--- config.mk ---
export PLATFORM = sky130hd
export DESIGN_NAME = float_subtract_feeder_flat
export DESIGN_NICKNAME = d
export VERILOG_FILES = /design/src/rtl/float_subtract_feeder_if.sv /design/src/rtl/float_subtract_feeder.sv /design/src/flat_wrapper.sv
export SDC_FILE = /design/constraint.sdc
export NUM_CORES = 1
export LEC_CHECK = 0
export ABC_AREA = 1
export BUFFER_PORTS_ARGS = -buffer_cell sky130_fd_sc_hd__buf_4
export CAP_MARGIN = 20
export CORE_MARGIN = 2
export CORE_UTILIZATION = 38
export CTS_CLUSTER_SIZE = 10
export DETAILED_ROUTE_END_ITERATION = 6
export GPL_TIMING_DRIVEN = 0
export PLACE_DENSITY = 0.51
export SLEW_MARGIN = 20
export SYNTH_ARGS = -nofsm -noshare
export SYNTH_HDL_FRONTEND = slang
export SYNTH_SLANG_ARGS = --single-unit
--- constraint.sdc ---
create_clock -name clk -period 5.5 [get_ports clk]
set_input_delay 0.55 -clock clk [delete_from_list [all_inputs] [get_ports clk]]
set_output_delay 0.55 -clock clk [all_outputs]
set_load 0.1 [all_outputs]
--- src/rtl/float_subtract_feeder_if.sv ---
// rtl/float_subtract_feeder_if.sv - label, dot-product and operand-pair signals of the subtract feeder
interface float_subtract_feeder_if;
  logic [31:0] label_in;
  logic        label_valid;
  logic        label_ready;
  logic [31:0] dot_in;
  logic        dot_valid;
  logic [31:0] sub_a;
  logic [31:0] sub_b;
  logic        sub_valid;

  modport master (
    output label_in, label_valid, dot_in, dot_valid,
    input  label_ready, sub_a, sub_b, sub_valid
  );

  modport slave (
    input  label_in, label_valid, dot_in, dot_valid,
    output label_ready, sub_a, sub_b, sub_valid
  );
endinterface

--- src/rtl/float_subtract_feeder.sv ---
// rtl/float_subtract_feeder.sv - pairs each dot-product result with the oldest buffered label
module float_subtract_feeder #(
  parameter int LOG_DEPTH = 4
) (
  input  logic                   clk,
  input  logic                   reset,
  input  logic                   clear,
  float_subtract_feeder_if.slave bus,
  output logic [LOG_DEPTH:0]     occupancy,
  output logic [31:0]            pair_count,
  output logic                   underflow_err
);
  localparam int DEPTH = 2 ** LOG_DEPTH;
  localparam logic [LOG_DEPTH:0] FULL_COUNT = (LOG_DEPTH + 1)'(DEPTH);

  logic [31:0]          mem [DEPTH];
  logic [LOG_DEPTH-1:0] wr_ptr;
  logic [LOG_DEPTH-1:0] rd_ptr;
  logic                 full;
  logic                 empty;
  logic                 push;
  logic                 pop;

  assign full  = (occupancy == FULL_COUNT);
  assign empty = (occupancy == '0);
  assign push  = bus.label_valid && !full && !clear;
  // Empty is taken from the registered count, so a same-cycle push never feeds a pop.
  assign pop   = bus.dot_valid && !empty && !clear;

  assign bus.label_ready = !full;

  always_ff @(posedge clk) begin
    if (push) begin
      mem[wr_ptr] <= bus.label_in;
    end
  end

  always_ff @(posedge clk or negedge reset) begin
    if (!reset) begin
      wr_ptr        <= '0;
      rd_ptr        <= '0;
      occupancy     <= '0;
      pair_count    <= '0;
      underflow_err <= 1'b0;
      bus.sub_a     <= '0;
      bus.sub_b     <= '0;
      bus.sub_valid <= 1'b0;
    end else if (clear) begin
      wr_ptr        <= '0;
      rd_ptr        <= '0;
      occupancy     <= '0;
      pair_count    <= '0;
      underflow_err <= 1'b0;
      bus.sub_valid <= 1'b0;
    end else begin
      bus.sub_valid <= pop;
      if (push) begin
        wr_ptr <= wr_ptr + 1'b1;
      end
      if (pop) begin
        rd_ptr     <= rd_ptr + 1'b1;
        bus.sub_a  <= bus.dot_in;
        bus.sub_b  <= mem[rd_ptr];
        pair_count <= pair_count + 32'd1;
      end
      if (push && !pop) begin
        occupancy <= occupancy + 1'b1;
      end else if (pop && !push) begin
        occupancy <= occupancy - 1'b1;
      end
      if (bus.dot_valid && empty) begin
        underflow_err <= 1'b1;
      end
    end
  end
endmodule
--- src/flat_wrapper.sv ---
// flat-port wrapper written by rule: the top's interface ports become plain ports
module float_subtract_feeder_flat 
#(
  parameter int LOG_DEPTH = 4
)
  (clk, reset, clear, occupancy, pair_count, underflow_err, bus_label_in, bus_label_valid, bus_dot_in, bus_dot_valid, bus_label_ready, bus_sub_a, bus_sub_b, bus_sub_valid);
  float_subtract_feeder_if bus_i ();
  input  logic clk;
  input  logic reset;
  input  logic clear;
  output logic [LOG_DEPTH:0] occupancy;
  output logic [31:0] pair_count;
  output logic underflow_err;
  input wire logic [$bits(bus_i.label_in)-1:0] bus_label_in;
  input wire logic [$bits(bus_i.label_valid)-1:0] bus_label_valid;
  input wire logic [$bits(bus_i.dot_in)-1:0] bus_dot_in;
  input wire logic [$bits(bus_i.dot_valid)-1:0] bus_dot_valid;
  output wire logic [$bits(bus_i.label_ready)-1:0] bus_label_ready;
  output wire logic [$bits(bus_i.sub_a)-1:0] bus_sub_a;
  output wire logic [$bits(bus_i.sub_b)-1:0] bus_sub_b;
  output wire logic [$bits(bus_i.sub_valid)-1:0] bus_sub_valid;
  assign bus_i.label_in = bus_label_in;
  assign bus_i.label_valid = bus_label_valid;
  assign bus_i.dot_in = bus_dot_in;
  assign bus_i.dot_valid = bus_dot_valid;
  assign bus_label_ready = bus_i.label_ready;
  assign bus_sub_a = bus_i.sub_a;
  assign bus_sub_b = bus_i.sub_b;
  assign bus_sub_valid = bus_i.sub_valid;
  float_subtract_feeder #(.LOG_DEPTH(LOG_DEPTH)) u_core (.clk(clk), .reset(reset), .clear(clear), .bus(bus_i), .occupancy(occupancy), .pair_count(pair_count), .underflow_err(underflow_err));
endmodule
==> results.py <==
metrics = {
    "pwr": {
        "leakage_uw": 0.0119,
        "power.ir.vdd_worst_mv": 0.307,
        "pwr_density_cell_nw_per_um2": 504,
    },
    "synthesis": {
        "yosysSeqAreaShare_pct": 71.1,
        "netlist_area_um2": 25500,
        "ys_seq_elements": 623,
        "synthDominantCellAreaShare_pct": 60.2,
        "synthTopCellsByArea": "sky130_fd_sc_hd__edfxtp_1 60%, sky130_fd_sc_hd__nand2_1 13%, sky130_fd_sc_hd__dfrtp_1 11%",
        "mappedNetlistNets": 2382,
        "synth_most_common_cell": "sky130_fd_sc_hd__nand2_1",
        "postSynth.asyncResetShare_pct": 17.8,
        "synth_flop_cell": "sky130_fd_sc_hd__edfxtp_1",
        "synth_enable_flop_cells": 512,
        "ys_types": 32,
        "yosysWarningCount": 0,
        "synth_largest_area_cell": "sky130_fd_sc_hd__edfxtp_1",
        "postSynthCellCount": 2302,
        "synth_common_cells": "858 x sky130_fd_sc_hd__nand2_1, 512 x sky130_fd_sc_hd__edfxtp_1, 188 x sky130_fd_sc_hd__nor2_1",
        "syn_avg_cell_area_um2": 11.1,
    },
    "setup_path": {
        "cp_cell_sequence": "nor2_2, nand3_2, nand2_1, nor2_1, nand2_1, nor3_2, buf_4, buf_4, buf_6",
        "cp.required_ps": 5830,
        "endpoint_of_the_lowest_slack_register_to_register_path": "u_core.mem[14][6]$_DFFE_PP_",
        "timing.critical_path.slowest_cell_delay_ps": 520,
        "crit_cells": 9,
        "cp_slowest_cell": "sky130_fd_sc_hd__nor3_2",
        "cp_data_arrival_time_ps": 3110,
        "worst-r2r-setup-slack_ps": 2710,
        "r2r_start": "u_core.occupancy[0]$_DFFE_PN0P_",
        "critPathKind": "reg -> reg",
        "crit_fanout": 7,
        "critPathBufInv": 3,
        "worst_r2r_path_depth": 9,
        "crit_path_start_kind": "flop",
        "type_of_element_capturing_the_critical_path": "flop",
        "cp_top_family": "simple AND/OR/NAND/NOR gates",
    },
    "outcome": {
        "run_status": "finished, final reports clean",
    },
    "floorplan": {
        "die_height_um": 263,
        "io_pins": 173,
        "floorplan.initialDensity_pct": 38.2,
        "die_area_um2": 69300,
        "die_w_um": 263,
        "num_rows": 95,
        "core_region_area_um2": 66800,
    },
    "global_route": {
        "globalRouteTotalUtil_pct": 22.3,
        "grt_start_max_net_pins": 66,
        "overflow": 0,
        "grt_antenna_before_repair": 2,
        "grt_pass1_wl_um": 114000,
        "via_count_of_the_first_global_routing_pass": 17600,
    },
    "drt": {
        "remaining_drc_errors": 0,
        "drt-wirelength-per-cell_um": 22.2,
        "drt-initial-drc-count": 1582,
        "route.antenna.remaining_nets": 0,
        "vias": 18200,
        "drt-vias-per-instance": 5.16,
        "drt-total-wl_um": 78100,
        "drt_first_pass_iters": 5,
    },
    "final_layout": {
        "finish.cell_count_without_fillers": 3520,
        "final-seq-area_um2": 18200,
        "nNetsFinal": 2667,
        "final_layout_size_suffix_gt1_share_pct": 15.3,
        "final_cell_area_um2": 30900,
        "number_of_inserted_filler_cells_in_the_final_layout": 6219,
        "multiInputGateArea_um2": 6760,
        "areaGrowthSynthToFinish_pct": 21.0,
    },
    "placed_design": {
        "dp_worst_setup_slack_ps": 2320,
        "dp_hpwl_um": 52100,
        "dpl.cell_count": 3382,
        "place_congestion": 0.866,
        "portBuffers": 171,
        "placed_area_um2": 28600,
    },
    "cts": {
        "clkLatencyLatePin_ps": 630,
        "tritoncts_buffers": 75,
        "clk_pin_slew_ps": 50,
        "clock_tree.buffer_depth": 3,
        "cts_tree": "built",
        "clk_root_buffer_cell": "sky130_fd_sc_hd__clkbuf_16",
        "cts.sink_count": 623,
        "cts_max_level": 3,
        "post_cts.resized_instances": 0,
        "postCtsSetupBuffers": 0,
    },
    "hold_path": {
        "min_path_cells": 3,
        "hold-path-endpoint": "u_core.bus.sub_a[24]$_DFFE_PN0P_",
        "hp-start": "bus_dot_in[24]",
        "hold_path_class": "in -> reg",
    },
    "timing": {
        "report.final.hold_viol_count": 0,
        "max_slew_margin_pct": 37.5,
        "report.final.slew_viol_count": 0,
        "rsz0062_at_grt": "false",
        "final_critical_path_setup_slack_ps": 2710,
        "tightestPinTransition_ps": 938,
        "min_period_ps": 2790,
        "achievable-frequency_ghz": 0.359,
        "post-route-period-util_pct": 50.7,
        "final.setup_skew_ps": 21.3,
        "setup_viol": 0,
        "final.hold.worst_slack_ps": 125,
    },
    "job": {
        "cap_violations": 0,
    },
}
[routing by layer]
metal,GRT usage [%],vias up,routed length [um],share of wire (%)
met5,0,-,13,0.017
met4,7.55,2,2420,3.1
met3,3.98,136,5050,6.5
met2,35.8,628,36200,46
met1,30.8,8892,34400,44
li1,-,8499,-,-
[worst max path at each step]
| stage | start | endpoint | slack [ps] |
|---|---|---|---|
| after detailed placement | clear | u_core.mem[9][9]$_DFFE_PP_ | 2320 |
| after global placement | u_core.occupancy[0]$_DFFE_PN0P_ | u_core.mem[10][5]$_DFFE_PP_ | -1650 |
| after CTS | u_core.occupancy[0]$_DFFE_PN0P_ | u_core.mem[14][6]$_DFFE_PP_ | 2730 |
| after global routing | u_core.occupancy[1]$_DFFE_PN0P_ | u_core.mem[14][0]$_DFFE_PP_ | 2540 |
| after floorplan | u_core.occupancy[1]$_DFFE_PN0P_ | u_core.mem[10][0]$_DFFE_PP_ | 670 |
| final | u_core.occupancy[0]$_DFFE_PN0P_ | u_core.mem[14][6]$_DFFE_PP_ | 2710 |
[state kept, by name (all words and copies together), names as in the netlist]
signal                flops
u_core.occupancy          5
u_core.rd_ptr             4
u_core.pair_count        32
u_core.bus.sub_a         32
u_core.underflow_err      1
u_core.bus.sub_valid      1
u_core.mem              512
u_core.bus.sub_b         32
u_core.wr_ptr             4
[cell families after synthesis]
logic type                 count (synthesis)  share of synthesized area, %
and+or+nand+nor                         1242                          19.4
DFF                                      623                          71.1
AOI/OAI and AO/OA                        262                          5.99
buffers and inverters                    161                          2.81
adders and majority gates                 11                         0.569
xor gates and xnor gates                   3                         0.103
[tightest hold or removal path, delay by kind of cell]
family                 cells  cell delay, ps
and+or+nand+nor            2              90
buffers and inverters      1              80
[where the power goes]
group / switching, uW / total (uW) / internal, uW
Clock: 1910 / 4630 / 2720
Sequential: 187 / 5600 / 5410
Combinational: 4150 / 5340 / 1180
[metrics by stage]
| step | setup TNS [ps] | total power [uW] | utilization [%] |
|---|---|---|---|
| 2_1_floorplan | 0 | 9300 | - |
| 3_3_place_gp | -139350 | 11000 | 41.8 |
| 3_5_place_dp | 0 | 11000 | 42.8 |
| 4_1_cts | 0 | 15700 | 46.2 |
| 5_1_grt | 0 | 16200 | 46.2 |
| 6_report | 0 | 15600 | 46.2 |
[cell type report]
class                   count  area share, %
flip-flops and latches    623           58.8
clock buffers             128           7.12
diodes                      1        0.00810
clock inverters             8          0.235
well taps                 873           3.54
inverters                  43          0.523
plain buffers             118           1.80
multi-input cells        1518           21.9
repair buffers            208           6.11
[cell usage in the layout (no fill, tap or decap), drive strengths merged, types with 2 or more instances in the layout]
master    n
nand2   860
edfxtp  512
buf     290
nor2    192
nand3   165
clkbuf  163
dfrtp   111
a21oi    82
o21ai    80
inv      46
o211ai   33
o22ai    32
a21boi   32
nand4    15
ha       10
nor3     10
clkinv    5
xnor2     2
[repair_timing]
| item | CTS | global route |
|---|---|---|
| endpoints found under the hold margin | 46 | 0 |
| hold buffers | 1 | 0 |
| endpoints found under the setup margin | 0 | 0 |
Power figures use the tool's default switching activity.
